==> config.mk <==
export PLATFORM = sky130hd
export DESIGN_NAME = neuron_operand_loader
export DESIGN_NICKNAME = d
export VERILOG_FILES = /design/src/rtl/neuron_operand_loader.sv
export SDC_FILE = /design/constraint.sdc
export NUM_CORES = 1
export LEC_CHECK = 0
export BUFFER_PORTS_ARGS = -buffer_cell sky130_fd_sc_hd__buf_2
export CORE_UTILIZATION = 59
export CTS_CLUSTER_DIAMETER = 40
export DETAILED_ROUTE_END_ITERATION = 12
export PLACE_DENSITY = 0.9
export SLEW_MARGIN = 30
export SYNTH_ARGS = -nofsm -noshare
export SYNTH_HDL_FRONTEND = slang
export SYNTH_SLANG_ARGS = --single-unit
==> constraint.sdc <==
create_clock -name clk -period 3.3 [get_ports clk]
set_clock_uncertainty 0.2 [all_clocks]
set_input_delay 0.165 -clock clk [delete_from_list [all_inputs] [get_ports clk]]
set_output_delay 0.165 -clock clk [all_outputs]
set_load 0.01 [all_outputs]
==> src/rtl/neuron_operand_loader.sv <==
// Operand loader for the single-neuron datapath: banks N (weight, input) pairs, fires the neuron, captures its result.
// Optional RUN-state watchdog is compiled in with `define NEURON_LOADER_TIMEOUT_EN.
module neuron_operand_loader #(
    parameter int N       = 8,
    parameter int TIMEOUT = 64
) (
    input  logic                 clk,
    input  logic                 rst,
    input  logic                 clr,
    input  logic                 in_valid,
    output logic                 in_ready,
    input  logic [7:0]           in_weight,
    input  logic [7:0]           in_data,
    output logic                 n_start,
    input  logic [$clog2(N):0]   n_readloc,
    output logic [7:0]           n_weight,
    output logic [7:0]           n_inp,
    input  logic [7:0]           n_ans,
    input  logic                 n_ready,
    output logic                 out_valid,
    input  logic                 out_ready,
    output logic [7:0]           out_data,
    output logic                 out_err,
    output logic                 busy
);

    localparam int PW  = $clog2(N);
    localparam int RLW = PW + 1;

    typedef enum logic [1:0] {
        S_LOAD,
        S_FIRE,
        S_RUN,
        S_OUT
    } state_t;

    state_t          state;
    state_t          state_nxt;
    logic [PW-1:0]   wr_ptr;
    logic            blank;
    logic [7:0]      wbank [N];
    logic [7:0]      dbank [N];
    logic            load_hs;
    logic            last_hs;
    logic            capture;
    logic            expire;

    assign in_ready  = (state == S_LOAD);
    assign n_start   = (state == S_FIRE);
    assign out_valid = (state == S_OUT);
    assign busy      = (state != S_LOAD);

    // A handshake coinciding with clr is dropped
    assign load_hs = in_ready && in_valid && !clr;
    assign last_hs = load_hs && (wr_ptr == PW'(N - 1));
    assign capture = (state == S_RUN) && !blank && n_ready;

`ifdef NEURON_LOADER_TIMEOUT_EN
    localparam int CW = $clog2(TIMEOUT + 1);
    logic [CW-1:0] to_cnt;

    always_ff @(posedge clk or negedge rst) begin
        if (!rst) begin
            to_cnt <= '0;
        end else if (clr || state != S_RUN) begin
            to_cnt <= '0;
        end else begin
            to_cnt <= to_cnt + 1'b1;
        end
    end

    // A neuron result in the expiry cycle takes precedence over the abort
    assign expire = (state == S_RUN) && !capture && (to_cnt == CW'(TIMEOUT - 1));

    always_ff @(posedge clk or negedge rst) begin
        if (!rst) begin
            out_err <= 1'b0;
        end else if (!clr && capture) begin
            out_err <= 1'b0;
        end else if (!clr && expire) begin
            out_err <= 1'b1;
        end
    end
`else
    logic unused_timeout;
    assign unused_timeout = ^TIMEOUT;
    assign expire         = 1'b0;
    assign out_err        = 1'b0;
`endif

    always_comb begin
        state_nxt = state;
        case (state)
            S_LOAD: if (last_hs) state_nxt = S_FIRE;
            S_FIRE: state_nxt = S_RUN;
            S_RUN:  if (capture || expire) state_nxt = S_OUT;
            S_OUT:  if (out_ready) state_nxt = S_LOAD;
            default: state_nxt = S_LOAD;
        endcase
        if (clr) state_nxt = S_LOAD;
    end

    always_ff @(posedge clk or negedge rst) begin
        if (!rst) begin
            state <= S_LOAD;
        end else begin
            state <= state_nxt;
        end
    end

    always_ff @(posedge clk or negedge rst) begin
        if (!rst) begin
            wr_ptr <= '0;
        end else if (clr || last_hs) begin
            wr_ptr <= '0;
        end else if (load_hs) begin
            wr_ptr <= wr_ptr + 1'b1;
        end
    end

    // Marks the first RUN cycle so a stale n_ready from the prior evaluation is ignored
    always_ff @(posedge clk or negedge rst) begin
        if (!rst) begin
            blank <= 1'b0;
        end else begin
            blank <= (state == S_FIRE) && !clr;
        end
    end

    always_ff @(posedge clk or negedge rst) begin
        if (!rst) begin
            for (int i = 0; i < N; i++) begin
                wbank[i] <= '0;
                dbank[i] <= '0;
            end
        end else if (load_hs) begin
            wbank[wr_ptr] <= in_weight;
            dbank[wr_ptr] <= in_data;
        end
    end

    always_ff @(posedge clk or negedge rst) begin
        if (!rst) begin
            out_data <= '0;
        end else if (!clr && capture) begin
            out_data <= n_ans;
        end else if (!clr && expire) begin
            out_data <= 8'hFF;
        end
    end

    always_comb begin
        n_weight = '0;
        n_inp    = '0;
        for (int i = 0; i < N; i++) begin
            if (n_readloc == RLW'(i)) begin
                n_weight = wbank[i];
                n_inp    = dbank[i];
            end
        end
    end

endmodule

==> results_dict.tcl <==
set metrics [dict create \
    max_slew_margin_pct 40.9 \
    grt_usage_pct 29.7 \
    p_sw_uw 1490 \
    wl_met2_um 7810 \
    die_h_um 108 \
    die-area_um2 11700 \
    io_buffers 61 \
    synth_top_family_by_area "multiplexers" \
    p_comb_share_pct 20.2 \
    die_w_um 108 \
    fin_ws_ns 0.706 \
    wl_um 15900 \
    cp.required_ns 3.40 \
    hpwl_um 8910 \
    grt_overflow 0 \
    critPathMostFrequentCell "inv_1" \
    drtIter0Drc 253 \
    ys_seq_elements 142 \
    cts_tree "yes" \
    insertion_delay_ns 0.42 \
    n_antenna_cell 0 \
    ir_worst_vdd_mv 0.373 \
    worst_pin_slew_ns 0.881 \
    crit_path_max_incr_delay_ns 0.87 \
    layout.cells.non_filler 744 \
    fillCellCount 668 \
    synthMuxAreaShare_pct 30.4 \
    cts.sinks 142 \
    final_hold_viol_count 26 \
    fin_crit_ns 2.59 \
    syn_area_um2 6670 \
    p_int_uw 3930 \
    highest_layer "met4" \
    placed_cells 685 \
    clk_pin_slew_worst_paths_ns 0.06 \
    worstPathCellList "inv_1 > ha_1 > inv_1 > or4_1 > mux2_2" \
    firstDrtPassIters 4 \
    grt_pass1_wl_um 25700 \
    drv_cap 0 \
    mostFrequentLayoutCells "dfrtp_1, mux2_2, buf_2, mux2i_1, dlygate4sd3_1" \
    grt_max_degree 96 \
    syn_avg_cell_area_um2 13.3 \
    ctsResizeCount 0 \
    wl_met3_um 933 \
    failed_checks "negative hold slack" \
    timing.final.max_slew_violations 0 \
    syn_nets 542 \
    ys_seq_area_share_pct 53.3 \
    synth_compound_area_share_pct 6.89 \
    dr_total_vias 4552 \
    synthAdderAreaFrac_pct 1.31 \
    ys_types 47 \
    critPathSlowestCell "or4_1" \
    fmax_mhz 386 \
    cts_setup_buffers 0 \
    multi_input_area_um2 2920 \
    rsz0062_at_grt "no" \
    wl_per_cell_um 21.3 \
    fin_crit_sh_pct 78.6 \
    drc 0 \
    antenna_found_initial 0 \
    place_congestion 0.751 \
    final_common_cell "dfrtp_1" \
    start_util_pct 61.0 \
    cts_root_buf "clkbuf_16" \
    synthSimpleGateAreaFrac_pct 5.11 \
    layout-drive-gt1-share_pct 43.5 \
    arrival_ns 2.69 \
    cts_max_level 4 \
    postSynthCellCount 501 \
    cts_hold_buf 26 \
    start_kind "register" \
    synthXorXnorAreaFrac_pct 0 \
    leakage_uw 0.00388 \
    end_kind "register" \
    clock_path_buffers 2 \
    finalSetupTns_ns 0 \
    dp_slack_ns 0.800 \
    power_density_nw_per_um2 679 \
    seq_power_share_pct 45.0 \
    hp-class "input pin to asynchronous set/reset pin" \
    core_um2 10900 \
    switching_share_pct 27.6 \
    ys_warn_count 0 \
    fin_nets 632 \
    cts_made_buffers 17 \
    first_global_vias 4972 \
    synthArstFlopShare_pct 100 \
    io_pins 63 \
    ant_nets 0 \
    area_delta_synth_final_pct 19.7 \
    pwr-share-clk_pct 34.8 \
    status "finished with violations" \
    finalHoldWorstSlack_ns -0.0283 \
    crit_type "register to register" \
    synth-main-ff-cell "dfrtp_1" \
    viasPerCell 6.12 \
    regArea_um2 3550 \
    setup_violations 0 \
    synth_edf_count 0 \
    crit_fanout 16 \
    route.layer.met1.wl_um 6710 \
    num_rows 38 \
]
[per-layer routing]
layer  track usage, %  vias to the layer above
met5                0                        -
met4             14.3                        0
met3             6.63                       40
met2             47.0                      168
met1             39.0                     2333
li1                 -                     2011
[critical path, delay by kind of cell, from the launching register on]
| family | cells | cell delay (ns) |
|---|---|---|
| flops | 1 | 0.42 |
| simple gates | 1 | 0.87 |
| fa+ha+maj | 1 | 0.30 |
| buf+inv | 2 | 0.23 |
| mux | 1 | 0.44 |
[cell families after synthesis]
kind of cell / count (synthesis)
muxes: 179
DFF: 142
AOI/OAI and AO/OA: 72
and+or+nand+nor: 60
buffers and inverters: 40
adders and majority gates: 7
other: 1
[stage by stage]
step	power, uW	cell area (um^2)	utilization, %
2_1_floorplan	3130	6670	-
4_1_cts	5420	7950	72.7
3_3_place_gp	3380	7110	65.0
3_5_place_dp	3470	7110	65.0
6_report	5420	7980	73.0
5_1_grt	5650	7980	73.0
[final timing paths]
path / slack [ns] / cells after the start / startpoint / to
worst max-delay path: 0.71 / 5 / state[0] / dbank[55]
worst min-delay path: -0.03 / 2 / rst / dbank[18]
worst max register to register: 0.71 / 5 / state[0] / dbank[55]
worst min register to register: 0.30 / 1 / dbank[22] / dbank[22]
max in group asynchronous: 2.00 / 4 / rst / dbank[59]
min in group clk: 0.05 / 5 / out_ready / state[0]
[state kept, by name, indices dropped and copies added, names as in the netlist]
signal,cells
dbank,64
wbank,64
out_data,8
wr_ptr,3
state,2
blank,1
[final cells by class]
| cell class | count | area share (%) |
|---|---|---|
| inverters | 9 | 0.423 |
| flip-flops and latches | 142 | 44.5 |
| multi-input cells | 319 | 36.6 |
| clock buffers | 19 | 5.55 |
| repair buffers | 102 | 8.98 |
| clock inverters | 13 | 1.72 |
| well taps | 140 | 2.20 |
[synthesized netlist by cell type (all sizes together), types with 2 or more instances]
library cell	instances	area share [%]
nor2	22	1.3
clkbuf	11	0.62
nand2	5	0.28
dfrtp	142	53
nand3b	3	0.34
a211o	2	0.26
or3	2	0.19
nor3	5	0.53
a32oi	2	0.26
mux2	146	25
nor3b	3	0.41
a211oi	3	0.34
or2	2	0.19
nand2b	4	0.38
or3b	2	0.26
o221ai	2	0.26
a22oi	11	1.2
nand3	2	0.15
o22ai	12	1.1
mux2i	32	4.8
inv	9	0.51
o21a	2	0.23
buf	20	1.8
or4	2	0.28
a21oi	17	1.3
a31oi	2	0.19
o21ai	14	1.1
nor2b	6	0.56
ha	7	1.3
nand4b	2	0.26
[power groups by stage]
stage / Combinational [uW] / Sequential (uW) / Clock (uW)
4_1_cts: 1090 / 2430 / 1900
3_5_place_dp: 1040 / 2440 / 0
6_report: 1090 / 2440 / 1890
3_3_place_gp: 977 / 2400 / 0
2_1_floorplan: 745 / 2390 / 0
5_1_grt: 1190 / 2490 / 1980
Power figures use the tool's default switching activity.
